$ cat src/rtl/instr_mem_loader.sv
// Boot loader: assembles a length-prefixed, XOR-checksummed byte stream into
// 32-bit InstrMEM writes and releases the CPU reset once the image verifies.
module instr_mem_loader #(
  parameter int unsigned ADDR_WIDTH = 10,
  parameter int unsigned DEPTH      = 1024
) (
  input  logic                  i_CLK,
  input  logic                  i_RSTN,
  input  logic [7:0]            i_Byte,
  input  logic                  i_Byte_Valid,
  output logic                  o_Byte_Ready,
  input  logic                  i_Restart,
  output logic [ADDR_WIDTH-1:0] o_InstrMEM_Write_Addr,
  output logic [31:0]           o_InstrMEM_Write_Instr,
  output logic                  o_InstrMEM_MemWrite,
  output logic                  o_CPU_RSTN,
  output logic                  o_Done,
  output logic                  o_Error
);

  localparam int unsigned LEN_W  = 16;
  localparam int unsigned BYTE_W = 8;
  localparam int unsigned WORD_W = 32;

  localparam logic [2:0] S_LEN_LO = 3'd0;
  localparam logic [2:0] S_LEN_HI = 3'd1;
  localparam logic [2:0] S_DATA   = 3'd2;
  localparam logic [2:0] S_CSUM   = 3'd3;
  localparam logic [2:0] S_DONE   = 3'd4;
  localparam logic [2:0] S_ERR    = 3'd5;

  logic [2:0]            state_q;
  logic [2:0]            state_nxt;
  logic [LEN_W-1:0]      len_q;
  logic [ADDR_WIDTH-1:0] idx_q;
  logic [1:0]            cnt_q;
  logic [BYTE_W-1:0]     csum_q;
  logic [23:0]           lanes_q;
  logic                  ready_q;
  logic [ADDR_WIDTH-1:0] addr_q;
  logic [WORD_W-1:0]     instr_q;
  logic                  we_q;
  logic                  cpu_rstn_q;
  logic                  done_q;
  logic                  err_q;

  logic                  accept_c;
  logic [LEN_W-1:0]      len_full_c;
  logic                  len_bad_c;
  logic                  word_done_c;
  logic                  last_word_c;
  logic                  ready_nxt_c;

  assign accept_c    = i_Byte_Valid & ready_q;
  assign len_full_c  = {i_Byte, len_q[7:0]};
  assign len_bad_c   = (len_full_c == '0) || (32'(len_full_c) > 32'(DEPTH));
  assign word_done_c = accept_c && (state_q == S_DATA) && (cnt_q == 2'd3);
  assign last_word_c = (32'(idx_q) + 32'd1) == 32'(len_q);
  assign ready_nxt_c = (state_nxt == S_LEN_LO) || (state_nxt == S_LEN_HI) ||
                       (state_nxt == S_DATA)   || (state_nxt == S_CSUM);

  // Next-state logic
  always_comb begin
    state_nxt = state_q;
    case (state_q)
      S_LEN_LO: if (accept_c) state_nxt = S_LEN_HI;
      S_LEN_HI: if (accept_c) state_nxt = len_bad_c ? S_ERR : S_DATA;
      S_DATA:   if (word_done_c && last_word_c) state_nxt = S_CSUM;
      S_CSUM:   if (accept_c) state_nxt = (i_Byte == csum_q) ? S_DONE : S_ERR;
      S_DONE:   if (i_Restart) state_nxt = S_LEN_LO;
      S_ERR:    if (i_Restart) state_nxt = S_LEN_LO;
      default:  state_nxt = S_LEN_LO;
    endcase
  end

  always_ff @(posedge i_CLK) begin
    if (!i_RSTN) state_q <= S_LEN_LO;
    else         state_q <= state_nxt;
  end

  // Status outputs are registered decodes of the next state
  always_ff @(posedge i_CLK) begin
    if (!i_RSTN) begin
      ready_q    <= 1'b1;
      done_q     <= 1'b0;
      err_q      <= 1'b0;
      cpu_rstn_q <= 1'b0;
    end else begin
      ready_q    <= ready_nxt_c;
      done_q     <= (state_nxt == S_DONE);
      err_q      <= (state_nxt == S_ERR);
      cpu_rstn_q <= (state_nxt == S_DONE);
    end
  end

  // Length capture, byte-lane assembly, running checksum and word writes
  always_ff @(posedge i_CLK) begin
    if (!i_RSTN) begin
      len_q   <= '0;
      idx_q   <= '0;
      cnt_q   <= '0;
      csum_q  <= '0;
      lanes_q <= '0;
      addr_q  <= '0;
      instr_q <= '0;
      we_q    <= 1'b0;
    end else begin
      we_q <= 1'b0;
      if (accept_c) begin
        case (state_q)
          S_LEN_LO: len_q[7:0] <= i_Byte;
          S_LEN_HI: begin
            len_q[15:8] <= i_Byte;
            idx_q       <= '0;
            cnt_q       <= '0;
            csum_q      <= '0;
          end
          S_DATA: begin
            csum_q <= csum_q ^ i_Byte;
            cnt_q  <= cnt_q + 2'd1;
            case (cnt_q)
              2'd0: lanes_q[7:0]   <= i_Byte;
              2'd1: lanes_q[15:8]  <= i_Byte;
              2'd2: lanes_q[23:16] <= i_Byte;
              default: begin
                addr_q  <= idx_q;
                instr_q <= {i_Byte, lanes_q};
                we_q    <= 1'b1;
                // Hold idx on the final word so a full-depth image never wraps it
                if (!last_word_c) idx_q <= idx_q + ADDR_WIDTH'(1);
              end
            endcase
          end
          default: ;
        endcase
      end
    end
  end

  assign o_Byte_Ready           = ready_q;
  assign o_InstrMEM_Write_Addr  = addr_q;
  assign o_InstrMEM_Write_Instr = instr_q;
  assign o_InstrMEM_MemWrite    = we_q;
  assign o_CPU_RSTN             = cpu_rstn_q;
  assign o_Done                 = done_q;
  assign o_Error                = err_q;

endmodule
$ cat config.mk
export PLATFORM = sky130hd
export DESIGN_NAME = instr_mem_loader
export DESIGN_NICKNAME = d
export VERILOG_FILES = /design/src/rtl/instr_mem_loader.sv
export SDC_FILE = /design/constraint.sdc
export NUM_CORES = 1
export LEC_CHECK = 0
export BUFFER_PORTS_ARGS = -buffer_cell sky130_fd_sc_hd__buf_4
export CELL_PAD_IN_SITES_DETAIL_PLACEMENT = 1
export CELL_PAD_IN_SITES_GLOBAL_PLACEMENT = 1
export CORE_MARGIN = 3
export CORE_UTILIZATION = 46
export DETAILED_ROUTE_END_ITERATION = 10
export PLACE_DENSITY = 0.84
export SLEW_MARGIN = 10
export SYNTH_ARGS = -nofsm -noshare
export SYNTH_HDL_FRONTEND = slang
export SYNTH_SLANG_ARGS = --single-unit
export TNS_END_PERCENT = 50
$ cat constraint.sdc
create_clock -name i_CLK -period 5.05 [get_ports i_CLK]
set_input_delay 1.01 -clock i_CLK [delete_from_list [all_inputs] [get_ports i_CLK]]
set_output_delay 1.01 -clock i_CLK [all_outputs]
set_load 0.01 [all_outputs]
==> results of run 1 <==
==> path summary, 6_finish.rpt <==
kind              cells past startpoint                                    start                                       to
setup / recovery                      9                    state_q[1]$_SDFF_PN0_                    idx_q[3]$_SDFFE_PN0P_
hold / removal                        2  o_InstrMEM_Write_Instr[30]$_SDFFE_PN0P_  o_InstrMEM_Write_Instr[30]$_SDFFE_PN0P_
setup reg to reg                      9                    state_q[1]$_SDFF_PN0_                    idx_q[3]$_SDFFE_PN0P_
hold reg to reg                       2  o_InstrMEM_Write_Instr[30]$_SDFFE_PN0P_  o_InstrMEM_Write_Instr[30]$_SDFFE_PN0P_
==> cells by family (layout without fill, tap and decap cells) <==
group | Yosys count | in the layout
xor gates and xnor gates | 19 | 19
buffers and inverters | 58 | 88
AOI/OAI and AO/OA | 122 | 122
and+or+nand+nor | 260 | 260
muxes | 17 | 17
DFF | 109 | 109
adders and majority gates | 6 | 6
==> registers in the layout (all words and copies together), names as in the netlist, 2 cells and up <==
signal	flops
cnt_q	2
o_InstrMEM_Write_Instr	32
state_q	3
o_InstrMEM_Write_Addr	10
lanes_q	24
idx_q	10
len_q	16
csum_q	8
==> layout by cell type (no fill, tap or decap), types with 3 or more instances in the layout <==
cell,Yosys,routed
inv_1,9,9
a21oi_1,81,81
buf_4,1,62
a21boi_0,4,4
nor3b_1,3,3
ha_1,6,6
nor2_1,40,40
nor3_1,9,9
a2bb2oi_1,6,6
o32ai_1,3,3
nand4_1,7,7
or4_1,8,8
nand2_1,123,123
nand3b_1,6,6
o21ai_0,8,8
mux2i_1,17,17
xnor2_1,9,9
dfxtp_1,109,109
nor4_1,5,5
nand3_1,37,37
clkbuf_8,3,9
and2_1,3,3
xor2_1,10,10
nor2b_1,4,4
==> power by group through the flow <==
stage          Combinational, uW  Clock (uW)  Sequential [uW]
6_report                    97.3         604              881
3_3_place_gp                94.0           0              899
4_1_cts                     97.9         615              881
3_5_place_dp                96.8           0              900
2_1_floorplan               72.1           0              895
5_1_grt                      107         651              883
==> worst max-delay path, delay by kind of cell, from the launching register on <==
kind / cells / cell delay, ps
AND/OR/NAND/NOR: 5 / 1560
AO/OA/AOI/OAI: 2 / 230
flip-flops: 1 / 520
buffers and inverters: 2 / 630
==> through the flow <==
stage / cell area, sq um / total power, uW
6_report: 5470 / 1580
5_1_grt: 5470 / 1640
4_1_cts: 5470 / 1590
3_5_place_dp: 5240 / 997
3_3_place_gp: 5240 / 993
2_1_floorplan: 4860 / 967
==> per-layer routing <==
| layer | track usage (%) | vias up |
|---|---|---|
| li1 | - | 2069 |
| met1 | 29.4 | 2040 |
| met2 | 38.7 | 95 |
| met3 | 3.55 | 26 |
| met4 | 8.48 | 0 |
| met5 | 0 | - |
==> layout make-up <==
| type | count | area [sq um] | area share [%] |
|---|---|---|---|
| multi-input combinational | 424 | 2390 | 43.6 |
| inverter | 10 | 37.5 | 0.687 |
| clock buffer | 9 | 124 | 2.27 |
| tap | 133 | 166 | 3.04 |
| sequential | 109 | 2180 | 39.9 |
| clock inverter | 7 | 105 | 1.92 |
| timing repair buffer | 62 | 465 | 8.51 |
==> flow_summary.toml, run 1 <==
[run_status]
status = "finished clean"

[yosys]
synthAdderAreaFrac_pct = 1.55
synth_cell_type_count = 58
post-synth-top-count-cell = "nand2_1"
synth_top_area_share_pct = 44.9
yosys.area.top_type = "dfxtp_1"
synth_top_family_by_area = "simple AND/OR/NAND/NOR gates"
synth_area_leaders = "dfxtp_1 45%, nand2_1 9.5%, a21oi_1 8.3%"
synth_seq_area_share_pct = 44.9
synth-simple-area-share_pct = 25.3
synth_top_cells_by_count = "123 x nand2_1, 109 x dfxtp_1, 81 x a21oi_1"
ys_ff_latch = 109
syn_avg_cell_area_sq_um = 8.22
syn_nets = 609
synth_compound_area_share_pct = 15.4
synth-main-ff-cell = "dfxtp_1"
syn_area_sq_um = 4860
synth_edf_count = 0
synth_mux_area_share_pct = 3.50
ys_warn_count = 0
synth-xor-area-share_pct = 3.43
synthArstFlopShare_pct = 0
synthCells = 591

[floorplan]
initial_utilization_pct = 48.6
ios = 59
core-area_sq_um = 10000
dieArea_sq_um = 11800
die_h_um = 109
die_w_um = 109
rows = 36

[finish]
final_nets = 634
final_core_util_pct = 54.7
diodes = 0
area_growth_pct = 12.6
drive_gt1_share_pct = 15.1
num-fill-cells = 1238
stdcell_count = 754

[sta]
tns_ps = 0
min_period_over_period_pct = 59.6
min_period_ps = 3010
finalClockSkew_ps = 9.16
rsz0062_at_grt = "false"
hold_slack_ps = 459
fmax_ghz = 0.332
tightest_slew_ps = 1120
hold_violations = 0
layout_setup_ws_ps = 2040
setup_viol = 0
finalMaxSlewViolations = 0
max-slew-margin-rel_pct = 24.9

[placement]
numPortBuffers = 58
post-place-ws_ps = 1750
finalWeightedCongestion = 0.870
dpl.hpwl_um = 8730
dp_cells = 738

[cts]
cts.path.max_buffers = 2
ctsResizeCount = 0
cts_setup_buffers = 0
cts_hold_buffers = 0
cts_buffers = 9
clk_latency_ps = 380
clk_pin_slew_worst_paths_ps = 100
clock-root-buffer = "clkbuf_8"
clock-sinks = 109
cts_max_level = 3
cts_tree = "built"

[global_routing]
grt_util_all_layers_pct = 22.9
grt_pass1_wl_um = 21300
grt_pass1_vias = 4265
grt_max_degree = 56
overflow = 0
grt_antenna_before_repair = 0

[power_and_ir_drop]
power_frac_seq_pct = 55.7
p_switching_uw = 390
switching_share_pct = 24.7
p_leak_uw = 0.00202
powerDensity_nw_per_um2 = 289
ir_drop_mv = 0.157
p_comb_share_pct = 6.2
clockPowerShare_pct = 38.2
p_int_uw = 1190

[critical_path]
crit_path_frequent_cell = "buf_4"
arrival_ps = 3310
critical_path_class = "flop to flop"
cp-end-kind = "flop"
rrSetupSlack_ps = 2040
cpPeakStageDelay_ps = 520
worstPathRequired_ps = 5350
worst_setup_path_start_kind = "flop"
crit_fanout = 43
slowest_stage = "dfxtp_1"
crit_chain = "nor3b_4 -> and2b_1 -> buf_4 -> nand2_1 -> buf_4 -> nor2_1 -> o21ai_2 -> or3_1 -> o221ai_2"

[detailed_routing]
drt-met1-wl_um = 5570
drt_iter0_drc = 149
post_drt_wl_per_cell_um = 17.0
top_layer_used = "met4"
drt_pass1_iterations = 5
dr_wl_met3_um = 661
avgViaCountPerCell = 5.61
vias = 4230
dr_wl_met2_um = 6330
drc = 0
routed_wl_um = 12800
detail-route-antenna-nets = 0

[run]
drv_cap = 0

[worst_hold_path]
hold_path.class = "flop to flop"
Power figures use the tool's default switching activity.
==> run 2, diff against run 1 <==
--- a/config.mk
+++ b/config.mk
@@ -5,13 +5,14 @@
 export SDC_FILE = /design/constraint.sdc
 export NUM_CORES = 1
 export LEC_CHECK = 0
+export ABC_AREA = 1
 export BUFFER_PORTS_ARGS = -buffer_cell sky130_fd_sc_hd__buf_4
 export CELL_PAD_IN_SITES_DETAIL_PLACEMENT = 1
 export CELL_PAD_IN_SITES_GLOBAL_PLACEMENT = 1
 export CORE_MARGIN = 3
-export CORE_UTILIZATION = 46
+export CORE_UTILIZATION = 42
 export DETAILED_ROUTE_END_ITERATION = 10
-export PLACE_DENSITY = 0.84
+export PLACE_DENSITY = 0.79
 export SLEW_MARGIN = 10
 export SYNTH_ARGS = -nofsm -noshare
 export SYNTH_HDL_FRONTEND = slang
==> constraint.sdc (replaced) <==
create_clock -name i_CLK -period 2.8 [get_ports i_CLK]
set_input_delay 0.56 -clock i_CLK [delete_from_list [all_inputs] [get_ports i_CLK]]
set_output_delay 0.56 -clock i_CLK [all_outputs]
set_load 0.01 [all_outputs]
==> run 2 against run 1 <==
Core utilization shrank 4.0 points. Critical path depth grew 5. Count of clock-buffer cells in the layout is 2 higher. Clock skew about the same. Synthesized cell count increased by 6.3%. Die area grew 6.7%. Non-clock buffer count up 4. Sequential power grew 86%. Worst setup slack worse by 1700 ps. Critical endpoint is now idx_q[4]$_SDFFE_PN0P_. Largest cell class unchanged.
==> flow_summary.toml, run 2 <==
[run_status]
status = "finished clean"

[global_routing]
grt_max_degree = 71
grt_util_all_layers_pct = 22.8
grt.busiest_layer = "met2"
grt_use_met3_pct = 5.93
grt_pass1_wl_um = 23100
grt_antenna_before_repair = 0
grt_pass1_vias = 4681
grtUsageMet2_pct = 39.4
overflow = 0
grtUsageMet1_pct = 27.4

[yosys]
synth_edf_count = 0
syn_nets = 646
post-synth-top-count-cell = "dfxtp_1"
synth_seq_area_share_pct = 46.0
synth_top_area_share_pct = 46.0
synth_top_cells_by_count = "109 x dfxtp_1, 103 x nand2_1, 81 x a21oi_1"
synth-main-ff-cell = "dfxtp_1"
synthArstFlopShare_pct = 0
synthCells = 628
syn_area_sq_um = 4750
ys_warn_count = 0
yosys.area.top_type = "dfxtp_1"
synth_cell_type_count = 38
ys_ff_latch = 109
syn_avg_cell_area_sq_um = 7.56
synth_area_leaders = "dfxtp_1 46%, a21oi_1 8.5%, nand2_1 8.1%"

[worst_hold_path]
hold_depth = 2
whs_endpoint = "lanes_q[3]$_SDFFE_PN0P_"
hp-start = "lanes_q[3]$_SDFFE_PN0P_"
hold_path.class = "flop to flop"

[detailed_routing]
drt_pass1_iterations = 4
drc = 0
post_drt_wl_per_cell_um = 17.1
vias = 4389
avgViaCountPerCell = 5.39
routed_wl_um = 14000
detail-route-antenna-nets = 0
drt_iter0_drc = 265

[floorplan]
die_w_um = 112
die_h_um = 112
rows = 38
initial_utilization_pct = 43.4
ios = 59
dieArea_sq_um = 12600
core-area_sq_um = 10900

[sta]
min_period_over_period_pct = 87.1
finalMaxSlewViolations = 0
finalClockSkew_ps = 9.66
setup_viol = 0
fmax_ghz = 0.410
tightest_slew_ps = 774
tns_ps = 0
hold_slack_ps = 465
hold_violations = 0
max-slew-margin-rel_pct = 48.1
rsz0062_at_grt = "false"
min_period_ps = 2440

[cts]
clock-sinks = 109
cts.path.max_buffers = 2
clock-root-buffer = "clkbuf_16"
ctsResizeCount = 0
cts_tree = "built"
cts_setup_buffers = 0
cts_hold_buffers = 0
clk_latency_ps = 360
cts_max_level = 3
clk_pin_slew_worst_paths_ps = 70
cts_buffers = 9

[critical_path]
crit_chain = "ha_1 -> nand2_2 -> inv_2 -> nor2_1 -> nand2_1 -> nand2_1 -> nor2_1 -> nand4_1 -> nor2_2 -> nand3_1 -> nand2_1 -> nand2_2 -> a21oi_1 -> nor2_2"
cp-end-kind = "flop"
worstPathRequired_ps = 3050
r2r_start = "idx_q[1]$_SDFFE_PN0P_"
critical_path_class = "flop to flop"
crit_path_frequent_cell = "nand2_1"
rrSetupSlack_ps = 360
cpPeakStageDelay_ps = 460
worst_setup_path_start_kind = "flop"
r2r-end = "idx_q[4]$_SDFFE_PN0P_"
arrival_ps = 2690
crit_fanout = 20
slowest_stage = "dfxtp_1"
r2r_cells = 14

[run]
drv_cap = 0

[finish]
stdcell_count = 815
area_growth_pct = 16.7
diodes = 0
final_nets = 688
final_cell_mix = "109 x dfxtp_1, 103 x nand2_1, 81 x a21oi_1"
drive_gt1_share_pct = 18.2
num-fill-cells = 1371
largest_reg_flops = 32
final_core_util_pct = 50.6
final_common_cell = "dfxtp_1"

[power_and_ir_drop]
p_int_uw = 2330
p_switching_uw = 874
powerDensity_nw_per_um2 = 578
power_frac_seq_pct = 51.2
p_comb_share_pct = 9.6
clockPowerShare_pct = 39.2
p_leak_uw = 0.00236
switching_share_pct = 27.3
ir_drop_mv = 0.434

[placement]
dpl.hpwl_um = 9690
numPortBuffers = 58
finalWeightedCongestion = 0.935
dp_cells = 799
run 2: changes by cell type in the layout (fill, tap and decap cells not counted), moves of 8 or more:
cell	change
o21ai_0	+55
nor2_1	+39
nand3_2	+12
or4_1	-8
nand3_1	+8
mux2i_1	-17
nand2_1	-20
clkbuf_8	-8
inv_1	+30
clkbuf_16	+9
run 2: worst max-delay path: cells and delay by family, from the launching register on:
kind / cells / cell delay [ps]
AND/OR/NAND/NOR: 11 / 1170
adder cells (fa/ha/maj): 1 / 240
flip-flops: 1 / 460
buffers and inverters: 1 / 160
AO/OA/AOI/OAI: 1 / 280
run 2: worst max path at each step:
stage	start	endpoint	slack (ps)	cells after the start
floorplan	idx_q[0]$_SDFFE_PN0P_	idx_q[4]$_SDFFE_PN0P_	1000	15
global placement	idx_q[1]$_SDFFE_PN0P_	idx_q[5]$_SDFFE_PN0P_	550	14
detailed placement	idx_q[1]$_SDFFE_PN0P_	idx_q[4]$_SDFFE_PN0P_	450	14
CTS	idx_q[1]$_SDFFE_PN0P_	idx_q[4]$_SDFFE_PN0P_	410	14
global route	idx_q[1]$_SDFFE_PN0P_	idx_q[5]$_SDFFE_PN0P_	170	14
finish	idx_q[1]$_SDFFE_PN0P_	idx_q[4]$_SDFFE_PN0P_	360	14
run 2: cell families (layout without fill, tap and decap cells):
| family | Yosys count | in the layout | synth area share (%) |
|---|---|---|---|
| and+or+nand+nor | 275 | 275 | 27.5 |
| AOI/OAI and AO/OA | 149 | 149 | 15.9 |
| DFF | 109 | 109 | 46.0 |
| buffers and inverters | 81 | 128 | 7.62 |
| xor gates and xnor gates | 8 | 8 | 1.48 |
| adders and majority gates | 6 | 6 | 1.58 |
run 2: layout make-up:
cell class | count | area, sq um | share of cell area [%]
flip-flops and latches | 109 | 2180 | 39.4
well taps | 140 | 175 | 3.16
inverters | 46 | 173 | 3.12
multi-input cells | 438 | 2210 | 40.0
repair buffers | 66 | 508 | 9.17
clock buffers | 11 | 243 | 4.38
clock inverters | 5 | 42.5 | 0.768
run 2: power groups by stage:
| stage | clock network (uW) | logic [uW] | registers, uW |
|---|---|---|---|
| floorplan | 0 | 224 | 1660 |
| finish | 1260 | 309 | 1640 |
| CTS | 1290 | 309 | 1640 |
| global route | 1350 | 347 | 1640 |
| global placement | 0 | 294 | 1670 |
| detailed placement | 0 | 306 | 1670 |
run 2: through the flow:
stage | total power, uW | worst slack (ps) | area, sq um
6_report | 3200 | 362 | 5540
4_1_cts | 3230 | 409 | 5540
5_1_grt | 3340 | 173 | 5540
2_1_floorplan | 1880 | 999 | 4750
3_3_place_gp | 1970 | 554 | 5250
3_5_place_dp | 1980 | 446 | 5250
run 2: per-layer routing:
layer  wire, um  share of wire [%]
met5          0                  0
met4        280                2.0
met3        644                4.6
met2       6990                 50
met1       6050                 43
==> run 3, diff against run 2 <==
--- a/config.mk
+++ b/config.mk
@@ -9,7 +9,7 @@
 export BUFFER_PORTS_ARGS = -buffer_cell sky130_fd_sc_hd__buf_4
 export CELL_PAD_IN_SITES_DETAIL_PLACEMENT = 1
 export CELL_PAD_IN_SITES_GLOBAL_PLACEMENT = 1
-export CORE_MARGIN = 3
+export CORE_ASPECT_RATIO = 0.7
 export CORE_UTILIZATION = 42
 export DETAILED_ROUTE_END_ITERATION = 10
 export PLACE_DENSITY = 0.79
==> constraint.sdc (replaced) <==
create_clock -name i_CLK -period 2.8 [get_ports i_CLK]
set_input_delay 0.56 -clock i_CLK [delete_from_list [all_inputs] [get_ports i_CLK]]
set_output_delay 0.56 -clock i_CLK [all_outputs]
set_load 0.1 [all_outputs]
==> run 3 against run 2 <==
Global-route usage rose by 1.2 points. Clock power rose by 6%. First-iteration DRC count fell by 35%. Cell count rose by 1.6%. Non-clock buffer count did not move. Sequential share of layout area fell by 0.23 points. Sequential cell count did not move. Register-to-register slack got worse by 90 ps. Largest power group unchanged.
==> flow_summary.toml, run 3 (synthesis results as in run 2) <==
[sta]
fmax_ghz = 0.395
finalMaxSlewViolations = 0
max-slew-margin-rel_pct = 50.7
tns_ps = 0
hold_violations = 0
rsz0062_at_grt = "false"
min_period_ps = 2530
finalClockSkew_ps = 8.23
layout_setup_ws_ps = 269
tightest_slew_ps = 737
setup_viol = 0
min_period_over_period_pct = 90.4

[global_routing]
overflow = 0
grt_antenna_before_repair = 0
grt_max_degree = 71
grt_pass1_vias = 4256
grt_util_all_layers_pct = 24.0
grt_pass1_wl_um = 21900

[placement]
dpl.hpwl_um = 9530
finalWeightedCongestion = 0.825
post-place-ws_ps = 312
numPortBuffers = 58
post_dp_cell_area_sq_um = 5260

[finish]
area_growth_pct = 17.3
final_nets = 688
largest_reg_flops = 32
diodes = 0
drive_gt1_share_pct = 18.4
final_common_cell = "dfxtp_1"
design_area_sq_um = 5570
final_cell_mix = "109 x dfxtp_1, 103 x nand2_1, 80 x a21oi_1"

[critical_path]
critical_path_class = "flop to flop"
cp-end-kind = "flop"
crit_start = "idx_q[1]$_SDFFE_PN0P_"
r2r_start = "idx_q[1]$_SDFFE_PN0P_"
worst_setup_path_start_kind = "flop"
worstPathRequired_ps = 3040
crit_fanout = 20
rrSetupSlack_ps = 270
arrival_ps = 2770
r2r_cells = 14

[detailed_routing]
avgViaCountPerCell = 5.26
drt_iter0_drc = 171
vias = 4353
drc = 0
detail-route-antenna-nets = 0
drt_pass1_iterations = 4
post_drt_wl_per_cell_um = 15.9
routed_wl_um = 13100

[run_status]
status = "finished clean"

[floorplan]
ios = 59
initial_utilization_pct = 43.1
core-area_sq_um = 11000
dieArea_sq_um = 11700
die_h_um = 91.0
rows = 32
die_w_um = 129

[cts]
clock-root-buffer = "clkbuf_16"
cts_hold_buffers = 0
cts_setup_buffers = 0
cts_max_level = 3
clock-sinks = 109
cts.path.max_buffers = 2
clk_latency_ps = 340
cts_tree = "built"
ctsResizeCount = 0
cts_buffers = 9
clk_pin_slew_worst_paths_ps = 70

[power_and_ir_drop]
power.total_uw = 3290
ir_drop_mv = 0.344
powerDensity_nw_per_um2 = 591
p_leak_uw = 0.00236

[worst_hold_path]
hold_path.class = "flop to flop"
hold_depth = 2
hp-start = "lanes_q[23]$_SDFFE_PN0P_"

[run]
drv_cap = 0
==> run 3: cell types whose count changed in the layout (fill, tap and decap cells not counted), sizes merged <==
cell      change
bufinv        +1
clkinv        -3
clkinvlp      +2
inv           -1
clkbuf        +1
==> run 3: worst paths after layout <==
path,endpoint
max reg2reg,idx_q[5]$_SDFFE_PN0P_
min,lanes_q[23]$_SDFFE_PN0P_
min reg2reg,lanes_q[23]$_SDFFE_PN0P_
max,idx_q[5]$_SDFFE_PN0P_
==> run 3: stage by stage <==
| step | cells | hold WS [ps] | utilization, % |
|---|---|---|---|
| 2_1_floorplan | 628 | 430 | - |
| 3_3_place_gp | 812 | 446 | 47.8 |
| 3_5_place_dp | 812 | 457 | 47.8 |
| 4_1_cts | 828 | 466 | 50.6 |
| 5_1_grt | 828 | 494 | 50.6 |
| 6_report | 828 | 464 | 50.6 |
==> run 3: layer usage <==
layer / vias up / share of wire, % / track usage [%] / wire length [um]
met4: 0 / 0.69 / 5.39 / 90
li1: 2147 / - / - / -
met1: 2117 / 53 / 35.6 / 6920
met3: 6 / 4.0 / 4.54 / 528
met2: 83 / 43 / 35.5 / 5600
met5: - / 0 / 0 / 0
==> run 3: worst max-delay path, stage by stage (launching register included) <==
cell and delay, ps:
dfxtp_1 440, ha_1 220, nand2_2 80, inv_2 160
nand4_2 160, nand2_2 110, nand2_1 70, nand2_1 60
nand2_1 40, nor2_1 160, nand3_1 180, nand2_1 110
nand2_2 280, a21oi_1 270, nor2_2 50
==> run 3: final cells by class <==
| class | count | area [sq um] |
|---|---|---|
| fillers | 1353 | 5440 |
| well taps | 153 | 191 |
| multi-input cells | 438 | 2220 |
| flip-flops and latches | 109 | 2180 |
| clock inverters | 4 | 53.8 |
| inverters | 46 | 173 |
| repair buffers | 66 | 495 |
| clock buffers | 12 | 256 |
==> run 3: where the power goes <==
part | switching [uW] | internal (uW)
logic | 230 | 99.0
registers | 45.7 | 1590
clock network | 582 | 747
total | 858 | 2440
